`src/rtl/nios_ii_system_cpu_div_cell.sv`:
```
// Nios II multicycle divider: 32-bit restoring shift-subtract, signed/unsigned.
// Fixed 34-cycle latency from start sample to done pulse; kill aborts in flight.
module nios_ii_system_cpu_div_cell (
  input  logic        clk,
  input  logic        reset_n,
  input  logic        M_div_start,
  input  logic        M_div_signed,
  input  logic [31:0] M_div_src1,
  input  logic [31:0] M_div_src2,
  input  logic        M_div_kill,
  output logic        M_div_busy,
  output logic        M_div_done,
  output logic [31:0] M_div_quotient,
  output logic [31:0] M_div_remainder
);

  typedef enum logic [1:0] {
    S_IDLE,
    S_CALC,
    S_FIX,
    S_DONE
  } state_e;

  state_e      state_q, state_d;
  logic [4:0]  cnt_q, cnt_d;
  logic [31:0] dvd_q, dvd_d;
  logic [31:0] dvs_q, dvs_d;
  logic [31:0] rem_q, rem_d;
  logic        negq_q, negq_d;
  logic        negr_q, negr_d;
  logic        busy_q, busy_d;
  logic        done_q, done_d;
  logic [31:0] quo_q, quo_d;
  logic [31:0] rmd_q, rmd_d;

  logic [32:0] shifted;
  logic [32:0] trial;
  logic [31:0] abs1;
  logic [31:0] abs2;
  logic        sgn1;
  logic        sgn2;

  assign sgn1    = M_div_signed & M_div_src1[31];
  assign sgn2    = M_div_signed & M_div_src2[31];
  assign abs1    = sgn1 ? 32'd0 - M_div_src1 : M_div_src1;
  assign abs2    = sgn2 ? 32'd0 - M_div_src2 : M_div_src2;
  assign shifted = {rem_q, dvd_q[31]};
  assign trial   = shifted - {1'b0, dvs_q};

  always_comb begin
    state_d = state_q;
    cnt_d   = cnt_q;
    dvd_d   = dvd_q;
    dvs_d   = dvs_q;
    rem_d   = rem_q;
    negq_d  = negq_q;
    negr_d  = negr_q;
    quo_d   = quo_q;
    rmd_d   = rmd_q;
    unique case (state_q)
      S_IDLE: begin
        if (M_div_start && !M_div_kill) begin
          state_d = S_CALC;
          cnt_d   = 5'd0;
          dvd_d   = abs1;
          dvs_d   = abs2;
          rem_d   = 32'd0;
          // x/0 leaves quotient all-ones; remainder sign fix restores src1
          negq_d  = (sgn1 ^ sgn2) & (M_div_src2 != 32'd0);
          negr_d  = sgn1;
        end
      end
      S_CALC: begin
        if (M_div_kill) begin
          state_d = S_IDLE;
        end else begin
          if (!trial[32]) begin
            rem_d = trial[31:0];
          end else begin
            rem_d = shifted[31:0];
          end
          dvd_d = {dvd_q[30:0], ~trial[32]};
          cnt_d = cnt_q + 5'd1;
          if (cnt_q == 5'd31) begin
            state_d = S_FIX;
          end
        end
      end
      S_FIX: begin
        if (M_div_kill) begin
          state_d = S_IDLE;
        end else begin
          quo_d   = negq_q ? 32'd0 - dvd_q : dvd_q;
          rmd_d   = negr_q ? 32'd0 - rem_q : rem_q;
          state_d = S_DONE;
        end
      end
      S_DONE: begin
        state_d = S_IDLE;
      end
      default: begin
        state_d = S_IDLE;
      end
    endcase
    busy_d = (state_d != S_IDLE);
    done_d = (state_d == S_DONE);
  end

  always_ff @(posedge clk or negedge reset_n) begin
    if (!reset_n) begin
      state_q <= S_IDLE;
      cnt_q   <= 5'd0;
      dvd_q   <= 32'd0;
      dvs_q   <= 32'd0;
      rem_q   <= 32'd0;
      negq_q  <= 1'b0;
      negr_q  <= 1'b0;
      busy_q  <= 1'b0;
      done_q  <= 1'b0;
      quo_q   <= 32'd0;
      rmd_q   <= 32'd0;
    end else begin
      state_q <= state_d;
      cnt_q   <= cnt_d;
      dvd_q   <= dvd_d;
      dvs_q   <= dvs_d;
      rem_q   <= rem_d;
      negq_q  <= negq_d;
      negr_q  <= negr_d;
      busy_q  <= busy_d;
      done_q  <= done_d;
      quo_q   <= quo_d;
      rmd_q   <= rmd_d;
    end
  end

  assign M_div_busy      = busy_q;
  assign M_div_done      = done_q;
  assign M_div_quotient  = quo_q;
  assign M_div_remainder = rmd_q;

endmodule

```
`config.mk`:
```
export PLATFORM = sky130hd
export DESIGN_NAME = nios_ii_system_cpu_div_cell
export DESIGN_NICKNAME = d
export VERILOG_FILES = /design/src/rtl/nios_ii_system_cpu_div_cell.sv
export SDC_FILE = /design/constraint.sdc
export NUM_CORES = 1
export LEC_CHECK = 0
export BUFFER_PORTS_ARGS = -buffer_cell sky130_fd_sc_hd__buf_2
export CORE_MARGIN = 8
export CORE_UTILIZATION = 55
export CTS_CLUSTER_DIAMETER = 120
export DETAILED_ROUTE_END_ITERATION = 10
export PLACE_DENSITY = 0.84
export SYNTH_ARGS = -nofsm -noshare
export SYNTH_HDL_FRONTEND = slang
export SYNTH_SLANG_ARGS = --single-unit
```
`constraint.sdc`:
```
create_clock -name clk -period 3.3 [get_ports clk]
set_input_delay 0.66 -clock clk [delete_from_list [all_inputs] [get_ports clk]]
set_output_delay 0.66 -clock clk [all_outputs]
set_load 0.01 [all_outputs]
```
-- Word level (Yosys, flattened, before mapping)
Index checks and enable logic that the tools add are counted.
- bits in registers: 171
- word-level logic and storage cells: 58
- add/sub/neg operators: 6
- equality and inequality tests: 7
- mux-type cells: 19
- bitwise operators: 6
- reductions and logical operators: 9
- operators by type and width (cell ; count):
    $mux W32 ; 9
    $pmux W32 S2 ; 2
    $sub A1 B32 Y32 const A ; 4
    $sub A33 B32 Y33 ; 1
    $reduce_bool A32 Y1 ; 1
    $mux W5 ; 2
    $pmux W5 S2 ; 1
    $mux W2 ; 4
    $pmux W2 S4 ; 1
    $eq A2 B2 Y1 const B ; 3
    $add A5 B1 Y5 const B ; 1
    $eq A5 B5 Y1 const B ; 1
    $ne A2 B2 Y1 const B ; 2
    $reduce_and A2 Y1 ; 2
    $reduce_bool A2 Y1 ; 2
    $and A1 B1 Y1 ; 3
    $reduce_and A3 Y1 ; 1
    $eq A2 B1 Y1 const B ; 1
    $logic_not A2 Y1 ; 1
    $not A1 Y1 ; 2
    $logic_and A1 B1 Y1 ; 1
    $logic_not A1 Y1 ; 1
    $xor A1 B1 Y1 ; 1

-- Depth between registers and ports, before layout
- depth in word-level cells: 5
- gate-level depth with buffers: 13

-- Worst setup path after synthesis
OpenSTA, ideal clock, no wires.
- path kind: reg-to-reg
- from: register rem_q[4]
- to: register rem_q[17]
- library setup time: 0.135 ns
- arrival time: 2.748 ns
- slack: 0.417 ns
- cell stages (with the launch flop): 12
- buffers on the path: 1
- cells stage by stage: dfrtp_1 -> ha_1 -> a21o_1 -> a211o_1 -> o21ai_1 -> o2111a_1 -> nor3_1 -> or3_1 -> nand3_2 -> buf_2 -> mux2i_1 -> o21ai_0
- word-level cells in the longest chain between the ends: 4
- ends and longest elaborated chain (what ; RTL line ; RTL):
    start: declaration ; 28 ; logic [31:0] rem_q, rem_d;
    start signal: assignment ; 127 ; rem_q <= rem_d;
    $sub A33 B32 Y33 ; 48 ; assign trial = shifted - {1'b0, dvs_q};
    $mux W32 ; 77 ; if (!trial[32]) begin
    $mux W32 ; 74 ; if (M_div_kill) begin
    $pmux W32 S2 ; 60 ; unique case (state_q)
Every way passes these cells. The select of a mux whose other input is x is not followed.
A chain may end at the register's enable or synchronous reset.

-- Worst setup path in the final report
- from: register dvd_q[31]
- to: register rem_q[14]
- word-level cells in the longest chain between the ends: 4
- ends and longest elaborated chain (what ; RTL line ; RTL):
    start: declaration ; 26 ; logic [31:0] dvd_q, dvd_d;
    start signal: assignment ; 125 ; dvd_q <= dvd_d;
    $sub A33 B32 Y33 ; 48 ;
    $mux W32 ; 77 ;
    $mux W32 ; 74 ;
    $pmux W32 S2 ; 60 ;
Every way passes these cells. The select of a mux whose other input is x is not followed.

==> impl_summary.md <==
Timing
For the final database, setup skew stands at around 0.01 ns. The number of hold violations in the final report came to 0. Setup repair after global routing left no endpoint under its margin. Adding up every negative setup slack in the final design gives 0 ns.

The total count of max-transition violations in the final report was 0. Of the available clock period, the critical path in the final layout requires 0.9251. Setup violations remaining at the end of the flow were counted as 0. The final worst hold slack is between 0.15 and 0.2 ns.

Once routing completed, OpenROAD measured the worst setup slack at 0.2473 ns. The worst-margin pin slew is between 1 and 1.5 ns. The routed design could run at a clock period as short as ~3 ns. The relative slew slack is 0.3314. The maximum clock rate is between 300 and 400 MHz.

Die
The placement row count is 52. The core region is approximately 20,000 µm². The top-level I/O count is 135. The initial utilization of the core area, before any placement, comes to 0.5524. The area of the die is 24,850 µm². The die outline height is 157.6 µm. The die is between 150 and 200 µm wide.

Synthesis
The synthesized netlist cell count is 1,324. The count of distinct cell types in the synthesized netlist is 63. For this run, the register share of the synthesized area comes to 0.3878.

The cell type with the largest total area after synthesis is sky130_fd_sc_hd__dfrtp_1. The net count after synthesis is 1,432. Ranked by total cell area, the synthesized netlist is headed by sky130_fd_sc_hd__dfrtp_1, sky130_fd_sc_hd__o21ai_0, sky130_fd_sc_hd__nand2_1, sky130_fd_sc_hd__xor2_1, sky130_fd_sc_hd__xnor2_1. The number of warning messages in the yosys log is 0. The total of flip-flops plus latches after synthesis is 171.

Yosys mapped a number of flops with a built-in enable equal to 0. The cell area after synthesis is about 11,000 µm². After synthesis, the share of flip-flops with an asynchronous set or reset is 1.000. Of the post-synthesis cell area, the dominant cell type holds 0.3878. In this run the mean area of a mapped cell was 8.334 µm². The main flop type after synthesis is sky130_fd_sc_hd__dfrtp_1.

Routing
After detailed routing, the average wire length per cell comes to 16.74 µm. Across all layers, the routed design uses around 9,900 vias. The detailed-route wire length is 29.10 mm. The routed via count divided by cell count is 5.711. The residual antenna-violating net count after detailed routing is 0.

The detailed router's first-iteration violation count is 844. The first TritonRoute pass finished after 5 iterations. The number of DRC violations after detailed routing is 0.

Setup path
The sort of element at the start of the critical path is a flip-flop. The largest stage delay on the critical path is 0.38 ns. The type of destination of the critical path is a flip-flop. At the worst endpoint, the arrival time is 3.35 ns. Setup slack on the worst reg-to-reg path comes out at 0.25 ns. The buffer and inverter count on the worst path is 2.

The kind of cell with the highest combined delay along the critical path is compound AO/OA/AOI/OAI gates. The slowest stage cell on the critical path is sky130_fd_sc_hd__fa_1. The beginning of the worst register-to-register path is dvd_q[31]. The depth of the most critical reg-to-reg path is 13. The worst setup path is of the reg2reg kind.

The data required time of the critical path is 3.60 ns. The endpoint identified for the worst register-to-register timing path is rem_q[14]. The worst-path maximum fanout is 14. Traced cell by cell, the critical path runs through inv_1 -> ha_1 -> fa_1 -> nand2b_1 -> a21oi_1 -> o21ai_1 -> o2111a_1 -> nor3_1 -> o211ai_1 -> nand3_4 -> buf_12 -> mux2i_1 -> o21ai_0.

GRT
The via count of the first global-routing pass was approximately 9,400. Across every metal layer, demand over resource in global routing totals 0.2360. The residual overflow from global routing is 0. The initial antenna violation count came to 4.

The maximum number of pins on one net before global-route repair is 78. The global-route wire length before repair is 47.04 mm.

Clocking
CTS saw 171 sinks. In this run the clock root is driven by a sky130_fd_sc_hd__clkbuf_16. The clock insertion delay at the later pin of the skew report is 0.43 ns. The clock passes through at most 2 buffers. The TritonCTS buffer count is 17. The maximum level of the CTS H-tree is 4.

In this run, post-CTS repair resized a total of 0 instances. The clock slew at the register clock pins of the worst setup and hold paths is 0.07 ns. The TritonCTS clock tree is done.

The total of hold buffers inserted after clock tree synthesis is 0. After clock tree synthesis, the setup repair step added 0 buffers.

Pwr
The maximum ir drop on the vdd rail is between 0.0004 and 0.0005 V. The relative contribution of sequential cells to total power is 0.296. For this design the total switching power over the nets is 4.247 mW. The leakage dissipation is 5.958 nW.

The share of total power dissipated in the clock network is 0.199. The internal power component is 5.720 mW. Of the total power, the share spent switching nets is 0.4261. The part of the total power dissipated in combinational logic is 0.505. Dividing total power by cell area gives a power density of 777.9 nW/µm².

Final layout
At the end of the flow, the number of nets in the layout was 1,561. The fraction of layout instances using a drive strength above 1 is 0.1555. The growth of design area from synthesis to finish is 16.11%.

Placed design
Port buffering added between 100 and 150 buffers. Detailed placement finished with a half-perimeter wire length of 22.18 mm. At the end of routability-driven placement, the weighted congestion stood at 0.9065.

OpenSTA, run right after detailed placement, puts the worst setup slack at 0.07835 ns.

Hold path
The kind of path behind the tightest hold check is in2async.

Status
The run finished with clean final reports.

Job
The number of max-capacitance violations reported is 0.
## logic make-up (layout without fill, tap and decap cells)
kind of cell	count (synthesis)	in the layout	synth area share
AO/OA/AOI/OAI	403	403	0.2096
XOR/XNOR	146	146	0.1159
adder cells (fa/ha/maj)	39	39	0.04490
buffers and inverters	115	257	0.03946
flip-flops	171	171	0.3878
multiplexers	31	31	0.02835
other	0	2	0
AND/OR/NAND/NOR	419	419	0.1741
## cell usage after synthesis, types with 2 or more instances
library cell                number
sky130_fd_sc_hd__o41ai_1        15
sky130_fd_sc_hd__a21oi_1        80
sky130_fd_sc_hd__or2_1           2
sky130_fd_sc_hd__inv_1          50
sky130_fd_sc_hd__and2_1          6
sky130_fd_sc_hd__o21ai_0       210
sky130_fd_sc_hd__a211o_1         3
sky130_fd_sc_hd__a21o_1         10
sky130_fd_sc_hd__nor4_1          5
sky130_fd_sc_hd__nand3_1        12
sky130_fd_sc_hd__a21boi_0        5
sky130_fd_sc_hd__nand2_1       219
sky130_fd_sc_hd__or2_2           3
sky130_fd_sc_hd__nor3_1         16
sky130_fd_sc_hd__dfrtp_1       171
sky130_fd_sc_hd__ha_1           38
sky130_fd_sc_hd__o21a_1          4
sky130_fd_sc_hd__mux2i_1        29
sky130_fd_sc_hd__clkbuf_1       60
sky130_fd_sc_hd__buf_2           3
sky130_fd_sc_hd__and3_1          3
sky130_fd_sc_hd__o21ai_1        11
sky130_fd_sc_hd__a31oi_1         5
sky130_fd_sc_hd__a211oi_1        3
sky130_fd_sc_hd__nor2_1         75
sky130_fd_sc_hd__xor2_1         85
sky130_fd_sc_hd__o211ai_1        8
sky130_fd_sc_hd__nor2b_1         4
sky130_fd_sc_hd__xnor2_1        61
sky130_fd_sc_hd__o31ai_1        22
sky130_fd_sc_hd__nand3b_1        2
sky130_fd_sc_hd__a22oi_1         3
sky130_fd_sc_hd__a2bb2oi_1       3
sky130_fd_sc_hd__o21bai_1        4
sky130_fd_sc_hd__o22ai_1         6
sky130_fd_sc_hd__or4_4           2
sky130_fd_sc_hd__nand4_1         8
sky130_fd_sc_hd__or3_1          20
sky130_fd_sc_hd__buf_1           2
sky130_fd_sc_hd__or4_1          17
sky130_fd_sc_hd__mux2_2          2
sky130_fd_sc_hd__nand2b_1       16
## how the worst max path moves through the flow
stage,start,to,slack [ns],cells past startpoint
finish,dvd_q[31],rem_q[14],0.25,13
floorplan,rem_q[4],rem_q[17],0.42,11
global route,dvd_q[31],rem_q[14],0.04,13
detailed placement,M_div_src1[4],dvd_q[30],0.08,10
CTS,dvd_q[31],rem_q[27],0.21,13
global placement,M_div_src1[4],dvd_q[26],0.14,10
## routing by layer
metal / GRT usage / wire (µm)
met5: 0 / 38
met4: 0.05848 / 365
met3: 0.04723 / 2279
met2: 0.3478 / 12630
met1: 0.3477 / 13780
## worst register-to-register path, cell delays in order, from the launching register on
cell,delay (ns)
sky130_fd_sc_hd__dfrtp_1,0.37
sky130_fd_sc_hd__inv_1,0.07
sky130_fd_sc_hd__ha_1,0.23
sky130_fd_sc_hd__fa_1,0.39
sky130_fd_sc_hd__nand2b_1,0.20
sky130_fd_sc_hd__a21oi_1,0.22
sky130_fd_sc_hd__o21ai_1,0.12
sky130_fd_sc_hd__o2111a_1,0.26
sky130_fd_sc_hd__nor3_1,0.23
sky130_fd_sc_hd__o211ai_1,0.18
sky130_fd_sc_hd__nand3_4,0.17
sky130_fd_sc_hd__buf_12,0.18
sky130_fd_sc_hd__mux2i_1,0.22
sky130_fd_sc_hd__o21ai_0,0.10
## cells in the final DEF, fill, tap and decap left out, drive strengths merged, types with 5 or more instances in the layout
master  synthesis  routed
nor3           17      17
clkinv          0       7
and2            6       6
or2             6       6
nand4           8       8
a21boi          6       6
xnor2          61      61
ha             38      38
a31oi           5       5
o211ai          8       8
o22ai           6       6
o21ai         221     221
nand2b         17      17
o31ai          23      23
nand3          13      13
nand2         219     219
or4            19      19
inv            50      57
mux2i          29      29
a21oi          80      80
o41ai          16      16
dfrtp         171     171
clkbuf         60      17
nor4            6       6
buf             5     175
a21o           10      10
nor2           75      75
or3            21      21
xor2           85      85
## registers in the layout (all words and copies together), names as in the netlist
name,count
negr_q,1
dvd_q,32
M_div_quotient,32
dvs_q,32
negq_q,1
M_div_done,1
state_q,2
cnt_q,5
rem_q,32
M_div_remainder,32
M_div_busy,1
## power by group through the flow
stage,clock network [mW],registers (mW),logic (mW)
CTS,2.01,2.92,4.96
detailed placement,0,2.96,4.90
global route,2.09,2.99,5.55
global placement,0,2.94,4.77
finish,1.99,2.95,5.03
floorplan,0,2.83,3.60
## cell type report
| cell class | instances | area (µm²) |
|---|---|---|
| diodes | 2 | 5.005 |
| clock buffers | 17 | 425.4 |
| clock inverters | 15 | 173.9 |
| fillers | 1679 | 7162 |
| inverters | 50 | 187.7 |
| multi-input cells | 1038 | 6356 |
| flip-flops and latches | 171 | 4279 |
| well taps | 270 | 337.8 |
| repair buffers | 175 | 1047 |
## per-stage QoR
| stage | power [mW] | util | cells | cell area (µm²) |
|---|---|---|---|---|
| final | 9.967 | 0.6414 | 1738 | 12810 |
| after global routing | 10.63 | 0.6413 | 1737 | 12810 |
| after CTS | 9.892 | 0.6406 | 1736 | 12790 |
| after detailed placement | 7.863 | 0.6106 | 1704 | 12200 |
| after global placement | 7.707 | 0.6106 | 1704 | 12200 |
| after floorplan | 6.430 | - | 1324 | 11030 |
Note: power is estimated with default switching activity, not from simulation.
